**src/rtl/pingpong_block_interleaver_if.sv**
```systemverilog
// Sample stream bundle for the ping-pong block interleaver.
// The master drives the input side and the slave (the interleaver) drives the output side.
interface pingpong_block_interleaver_if #(parameter int W = 1);
  logic         mode_i;
  logic         in_valid;
  logic         in_sof;
  logic [W-1:0] in_data;
  logic         out_valid;
  logic         out_sof;
  logic [W-1:0] out_data;
  logic         err_o;

  modport master (
    output mode_i, in_valid, in_sof, in_data,
    input  out_valid, out_sof, out_data, err_o
  );

  modport slave (
    input  mode_i, in_valid, in_sof, in_data,
    output out_valid, out_sof, out_data, err_o
  );
endinterface

```
**src/rtl/pingpong_block_interleaver.sv**
```systemverilog
// Two-bank row/column block interleaver and deinterleaver.
// One bank is written row-wise while the other is read in permuted order; the roles swap every ROWS*COLS samples.
module pingpong_block_interleaver #(
  parameter int ROWS = 4,
  parameter int COLS = 4,
  parameter int W    = 1
) (
  input logic clk,
  input logic rst,
  pingpong_block_interleaver_if.slave bus
);
  localparam int N  = ROWS * COLS;
  localparam int KW = $clog2(N);

  logic [W-1:0]  r_mem [2][N];
  logic          r_mode [2];
  logic          r_wr_bank;
  logic [KW-1:0] r_k;
  logic          r_primed;
  logic          r_out_valid;
  logic          r_out_sof;
  logic [W-1:0]  r_out_data;
  logic          r_err;

  logic          w_realign;
  logic [KW-1:0] w_wr_k;
  logic [KW-1:0] w_perm_il;
  logic [KW-1:0] w_perm_dl;
  logic [KW-1:0] w_perm;

  // An in_sof in the middle of a block restarts the current bank at k=0.
  assign w_realign = bus.in_valid & bus.in_sof & (r_k != '0);
  assign w_wr_k    = w_realign ? '0 : r_k;

  assign w_perm_il = KW'((int'(r_k) % ROWS) * COLS + int'(r_k) / ROWS);
  assign w_perm_dl = KW'((int'(r_k) % COLS) * ROWS + int'(r_k) / COLS);
  // The read bank's permutation follows the mode captured when that bank was filled.
  assign w_perm    = r_mode[~r_wr_bank] ? w_perm_dl : w_perm_il;

  always_ff @(posedge clk) begin
    if (bus.in_valid) begin
      r_mem[r_wr_bank][w_wr_k] <= bus.in_data;
      if (w_wr_k == '0)
        r_mode[r_wr_bank] <= bus.mode_i;
    end
  end

  always_ff @(posedge clk or posedge rst) begin
    if (rst) begin
      r_wr_bank   <= 1'b0;
      r_k         <= '0;
      r_primed    <= 1'b0;
      r_out_valid <= 1'b0;
      r_out_sof   <= 1'b0;
      r_out_data  <= '0;
      r_err       <= 1'b0;
    end else begin
      r_out_valid <= 1'b0;
      r_out_sof   <= 1'b0;
      r_err       <= 1'b0;
      if (bus.in_valid) begin
        if (w_realign) begin
          r_primed <= 1'b0;
          r_err    <= 1'b1;
          r_k      <= KW'(1);
        end else begin
          if (r_primed) begin
            r_out_valid <= 1'b1;
            r_out_sof   <= (r_k == '0);
            r_out_data  <= r_mem[~r_wr_bank][w_perm];
          end
          if (r_k == KW'(N - 1)) begin
            r_k       <= '0;
            r_wr_bank <= ~r_wr_bank;
            r_primed  <= 1'b1;
          end else begin
            r_k <= r_k + KW'(1);
          end
        end
      end
    end
  end

  assign bus.out_valid = r_out_valid;
  assign bus.out_sof   = r_out_sof;
  assign bus.out_data  = r_out_data;
  assign bus.err_o     = r_err;
endmodule

```
**src/flat_wrapper.sv**
```systemverilog
// flat-port wrapper written by rule: the top's interface ports become plain ports
module pingpong_block_interleaver_flat 
#(
  parameter int ROWS = 4,
  parameter int COLS = 4,
  parameter int W    = 1
)
  (clk, rst, bus_mode_i, bus_in_valid, bus_in_sof, bus_in_data, bus_out_valid, bus_out_sof, bus_out_data, bus_err_o);
  pingpong_block_interleaver_if #(.W(W)) bus_i ();
  input logic clk;
  input logic rst;
  input wire logic [$bits(bus_i.mode_i)-1:0] bus_mode_i;
  input wire logic [$bits(bus_i.in_valid)-1:0] bus_in_valid;
  input wire logic [$bits(bus_i.in_sof)-1:0] bus_in_sof;
  input wire logic [$bits(bus_i.in_data)-1:0] bus_in_data;
  output wire logic [$bits(bus_i.out_valid)-1:0] bus_out_valid;
  output wire logic [$bits(bus_i.out_sof)-1:0] bus_out_sof;
  output wire logic [$bits(bus_i.out_data)-1:0] bus_out_data;
  output wire logic [$bits(bus_i.err_o)-1:0] bus_err_o;
  assign bus_i.mode_i = bus_mode_i;
  assign bus_i.in_valid = bus_in_valid;
  assign bus_i.in_sof = bus_in_sof;
  assign bus_i.in_data = bus_in_data;
  assign bus_out_valid = bus_i.out_valid;
  assign bus_out_sof = bus_i.out_sof;
  assign bus_out_data = bus_i.out_data;
  assign bus_err_o = bus_i.err_o;
  pingpong_block_interleaver #(.ROWS(ROWS), .COLS(COLS), .W(W)) u_core (.clk(clk), .rst(rst), .bus(bus_i));
endmodule
```
**config.mk**
```make
export PLATFORM = sky130hd
export DESIGN_NAME = pingpong_block_interleaver_flat
export DESIGN_NICKNAME = d
export VERILOG_FILES = /design/src/rtl/pingpong_block_interleaver_if.sv /design/src/rtl/pingpong_block_interleaver.sv /design/src/flat_wrapper.sv
export SDC_FILE = /design/constraint.sdc
export NUM_CORES = 1
export LEC_CHECK = 0
export ABC_AREA = 1
export CORE_MARGIN = 10
export CORE_UTILIZATION = 25
export CTS_CLUSTER_SIZE = 30
export DETAILED_ROUTE_END_ITERATION = 12
export DONT_BUFFER_PORTS = 1
export GPL_TIMING_DRIVEN = 0
export SLEW_MARGIN = 30
export SYNTH_ARGS = -nofsm -noshare
export SYNTH_HDL_FRONTEND = slang
export SYNTH_SLANG_ARGS = --single-unit
```
**constraint.sdc**
```tcl
create_clock -name clk -period 2 [get_ports clk]
set_input_delay 0.2 -clock clk [delete_from_list [all_inputs] [get_ports clk]]
set_output_delay 0.2 -clock clk [all_outputs]
set_load 0.02 [all_outputs]
```
---- Word level (Yosys, flattened, before mapping) ----
Memory sizes are Yosys's and may differ from the RTL's.
Index checks and enable logic that the tools add are counted.
storage, ports and cells
  register bits ........................... 10
  bits in writable memories ............... 32
  bits of input ports ..................... 6
  output and inout port bits .............. 4
  memories ................................ 1
cells by class
  add/subtract/negate cells ............... 2
  $lt $le $gt $ge ......................... 3
  equality and inequality tests ........... 1
  multiplexer cells ....................... 20
  bitwise gates (word level) .............. 6
  reduce and logical (&&, ||, !) cells .... 7
memories
  memory        words  width  rd ports  clocked after memory_dff  write ports  RTL line                          RTL
  u_core.r_mem  2      16     1         0                         1            pingpong_block_interleaver.sv:15  logic [W-1:0] r_mem [2][N];
operators by type and width
  operator                                            count
  2-to-1 mux 16 bit                                   1
  2-to-1 mux 1 bit                                    14
  2-to-1 mux 4 bit                                    3
  >= comparator 5 bit, second input constant          2
  NOT 4 -> 5 bit                                      2
  AND reduction 3 bit                                 2
  < comparator 5 x 1 -> 1 bit, second input constant  1
  adder 4 x 1 -> 4 bit, second input constant         1
  adder 4 x 2 -> 4 bit                                1
  binary-select mux 1 bit (select 4 bit)              1
  demux 1 bit (select 4 bit)                          1
  equality test 4 bit, second input constant          1
  logical NOT 4 bit                                   1
  nonzero test 4 bit                                  1
  bitwise AND 1 bit                                   2
  NOT 1 bit                                           2
  AND reduction 2 bit                                 1
  nonzero test 2 bit                                  1
  logical AND 1 bit                                   1

---- Longest topological paths before layout ----
  word-level depth ........................ 9
  depth in mapped cells ................... 12
  depth with buffers taken out ............ 10

---- Worst setup path after synthesis ----
OpenSTA, ideal clock, no wires.
  kind .................................... flip-flop to flip-flop
  start point ............................. reg u_core.r_k[1]
  end point ............................... mem u_core.r_mem[0][2] in the netlist's numbering, enable pin
  library setup time ...................... 0.312 ns
  data arrival time ....................... 1.441 ns
  required time ........................... 1.688 ns
  setup slack ............................. 0.246 ns
  cell stages (with the launch flop) ...... 9
  path buffers ............................ 0
  clock period less this slack ............ 1.754 ns
  cells stage by stage .................... dfrtp_1 -> inv_1 -> ha_1 -> nand3_2 -> nand3_4 -> nand2_2 -> inv_4 -> nand3_2 -> nor3_1
on the way
  cells in the longest elaborated chain, start to end .. 9
  elaborated cells between the ends (all ways) .. 10
RTL lines
  item                                                                                             RTL line                          RTL
  from (decl)                                                                                      pingpong_block_interleaver.sv:18  logic [KW-1:0] r_k;
  from (signal assigned)                                                                           pingpong_block_interleaver.sv:77  r_k <= r_k + KW'(1);
  nonzero test 4 bit                                                                               pingpong_block_interleaver.sv:32  assign w_realign = bus.in_valid & bus.in_sof & (r_k != '0);
  bitwise AND 1 bit                                                                                pingpong_block_interleaver.sv:32
  2-to-1 mux 4 bit (*)                                                                             pingpong_block_interleaver.sv:33  assign w_wr_k = w_realign ? '0 : r_k;
  NOT 4 -> 5 bit (implied by the code) (*)                                                         pingpong_block_interleaver.sv:42  r_mem[r_wr_bank][w_wr_k] <= bus.in_data;
  >= comparator 5 bit (implied by the code) / < comparator 5 x 1 -> 1 bit (equally long branches)  pingpong_block_interleaver.sv:42
  logical AND 1 bit (implied by the code)                                                          pingpong_block_interleaver.sv:42
  2-to-1 mux 1 bit (implied by the code)                                                           pingpong_block_interleaver.sv:42
  demux 1 bit (select 4 bit) (*)                                                                   pingpong_block_interleaver.sv:42
  2-to-1 mux 16 bit (implied by the code) (*)                                                      pingpong_block_interleaver.sv:42
  to (decl)                                                                                        pingpong_block_interleaver.sv:15
Mark *: on every way between the ends. The rest lies on a longest branch, timed or not.

---- Worst setup path in the final report ----
  start point ............................. reg u_core.r_k[0]
  end point ............................... mem u_core.r_mem[1][3] in the netlist's numbering, enable pin
Same word-level chain as after synthesis.

==> impl_metrics.json <==
{
  "synth_xor_xnor_area_share_pct": 0.808,
  "power_frac_comb_pct": 41.9,
  "start_util_pct": 26.0,
  "overflow": 0,
  "synth-simple-area-share_pct": 30.2,
  "firstDrtPassIters": 4,
  "syn-num-nets": 242,
  "status": "completed",
  "fin_tns_setup_ns": 0,
  "synthTopCellsByArea": "edfxtp_1 44%, dfrtp_1 12%, nand2_1 8.3%",
  "period_minus_slack_ns": 1.85,
  "ff2ff_setup_slack_ns": 0.15,
  "netlist_area_um2": 2170,
  "syn_avg_cell_area_um2": 9.27,
  "drt_first_iter_violations": 170,
  "clockPowerShare_pct": 18.7,
  "nets": 251,
  "min_path_cells": 2,
  "timing.rr.end": "u_core.r_mem[1][3]",
  "reg2reg_depth": 9,
  "core_area_um2": 8340,
  "yosysWarnings": 0,
  "numPortBuffers": 0,
  "final_cell_mix": "48 x nand2_1, 32 x edfxtp_1, 30 x nor2_1",
  "rsz0062_at_grt": "no",
  "route.detailed.drc": 0,
  "clock_path_buffers": 2,
  "worst_pin_slew_ns": 0.460,
  "period_share_pct": 92.5,
  "rows": 33,
  "critical_path.max_stage_delay_ns": 0.44,
  "critPathKind": "flip-flop to flip-flop",
  "relSlewSlack_pct": 69.3,
  "antenna_left": 0,
  "hold_viol_final": 0,
  "ys_ff_latch": 42,
  "post-route-util_pct": 28.7,
  "fillers": 882,
  "synth_seq_area_share_pct": 55.9,
  "power_density_nw_per_um2": 1150,
  "antenna_found_initial": 0,
  "wl_mm": 4.42,
  "reg2reg_from": "u_core.r_k[0]",
  "crit_arrival_ns": 1.85,
  "worstPathCellList": "inv_1 -> ha_1 -> nand3_2 -> nand3_4 -> nand2_2 -> inv_4 -> nor2_4 -> nand3_1 -> nor2_1",
  "cts_root_buf": "clkbuf_8",
  "synth.largest_area_cell": "edfxtp_1",
  "fin_skew_ns": 0.00486,
  "final_area_um2": 2400,
  "crit_required_ns": 2.00,
  "vias": 1531,
  "synthCells": 234,
  "endpoint_kind": "flip-flop",
  "leakagePower_uw": 0.000951,
  "drv_slew": 0,
  "wl_per_cell_um": 12.7,
  "setup_viol": 0,
  "grt_pass1_wl_mm": 7.50,
  "grt_pass1_vias": 1536,
  "grt_max_degree": 33,
  "maxCapViolations": 0,
  "cpMaxStageDelayCell": "dfrtp_2",
  "synth.top_cell.area_share_pct": 44.3,
  "pwr-share-seq_pct": 39.5,
  "place_area_um2": 2300,
  "die-area_um2": 12800,
  "drt-vias-per-instance": 4.39,
  "clock-sinks": 42,
  "place_hpwl_mm": 3.10,
  "min_delay_worst_endpoint": "u_core.bus.err_o",
  "grtUsageTotal_pct": 7.24,
  "drive_gt1_share_pct": 15.2,
  "die-width_um": 113,
  "p_switching_uw": 1120,
  "clk_pin_slew_ns": 0.07,
  "antennaDiodeCount": 0,
  "ir_drop_mv": 0.486,
  "synthAdderAreaFrac_pct": 1.15,
  "sw_frac_of_total_pct": 40.8,
  "clkLatencyLatePin_ns": 0.29,
  "die_y_um": 113,
  "area_growth_pct": 10.5,
  "cts_tree": "built",
  "place_congestion": 0.868,
  "top_level_ports": 10,
  "hp-class": "input port to flip-flop",
  "hp-start": "bus_in_valid",
  "cp_max_fo": 7,
  "cts.htree.levels": 2,
  "numCtsBuffers": 5,
  "worstSetupStartpointType": "flip-flop",
  "p_int_uw": 1630,
  "fmax_mhz": 541,
  "synthDistinctLibCells": 29,
  "synth.mux.area_fraction_pct": 0,
  "final_common_cell": "nand2_1",
  "synth_compound_area_share_pct": 2.71,
  "synth_top_family_by_area": "simple AND/OR/NAND/NOR gates"
}
## synth_stat cells (all sizes together)
library cell / count
a21oi: 3
buf: 11
dfrtp: 10
edfxtp: 32
ha: 2
inv: 31
nand2: 51
nand3: 29
nand4: 1
nor2: 35
nor3: 18
nor4: 1
o211ai: 1
o21ai: 6
o22ai: 1
xnor2: 1
xor2: 1
## critical path: cells and delay by family (launching register included)
kind | cells | cell delay [ns]
AND/OR/NAND/NOR | 6 | 0.74
flip-flops | 1 | 0.44
adder cells (fa/ha/maj) | 1 | 0.21
buffers and inverters | 2 | 0.17
## registers in the layout, indices dropped and copies added (netlist names)
register,count
u_core.r_mem,32
u_core.r_k,4
u_core.bus.err_o,1
u_core.bus.out_data,1
u_core.bus.out_sof,1
u_core.bus.out_valid,1
u_core.r_primed,1
u_core.r_wr_bank,1
## final cells by class
cell class,count,area (µm²),area share (%)
inverter,31,126,5.27
timing repair buffer,2,15.0,0.627
clock buffer,8,80.1,3.34
multi-input combinational,150,756,31.5
tap,105,131,5.48
sequential,42,1210,50.6
buffer,11,75.1,3.13
## power by group through the flow
stage	Clock [µW]	Sequential, µW	Combinational (µW)
global placement	0	1100	1130
finish	513	1090	1150
global route	562	1100	1300
detailed placement	0	1100	1130
CTS	525	1090	1160
floorplan	0	1090	868
## through the flow
step           hold slack (ns)  power [µW]  std cells  setup WS, ns
6_report                 0.129        2750        349         0.151
2_1_floorplan           0.0402        1960        234         0.246
4_1_cts                  0.124        2770        349        0.0213
3_3_place_gp            0.0807        2240        339        0.0284
5_1_grt                  0.128        2960        349        0.0130
3_5_place_dp            0.0848        2240        339        0.0316
## worst max-delay path by stage
stage | startpoint | endpoint | slack [ns] | cells past startpoint
finish | u_core.r_k[0] | u_core.r_mem[1][3] | 0.15 | 9
CTS | u_core.r_k[1] | u_core.r_mem[0][6] | 0.02 | 8
floorplan | u_core.r_k[1] | u_core.r_mem[0][2] | 0.25 | 8
detailed placement | u_core.r_k[1] | u_core.r_mem[0][6] | 0.03 | 8
global placement | u_core.r_k[1] | u_core.r_mem[0][6] | 0.03 | 8
global route | u_core.r_k[0] | u_core.r_mem[0][13] | 0.01 | 9
## cells by family (layout without fill, tap and decap cells)
| group | after synthesis | count (layout) |
|---|---|---|
| buffers and inverters | 42 | 52 |
| xor gates and xnor gates | 2 | 2 |
| AOI/OAI and AO/OA | 11 | 11 |
| and+or+nand+nor | 135 | 135 |
| adders and majority gates | 2 | 2 |
| DFF | 42 | 42 |
## layer usage
metal / part of all wire (%) / global-route usage, % / vias up / routed length [µm]
li1: - / - / 788 / -
met1: 43 / 8.14 / 705 / 1900
met2: 50 / 12.5 / 30 / 2230
met3: 4.1 / 1.69 / 8 / 182
met4: 2.3 / 3.64 / 0 / 100
met5: 0 / 0 / - / 0
## timing repair
action,CTS,global route
gates resized for setup,0,2
endpoints found under the setup margin,0,28
endpoints found under the hold margin,42,0
hold buffers,2,0
setup buffers,0,0
No activity file was read; power rests on OpenSTA's default activity.
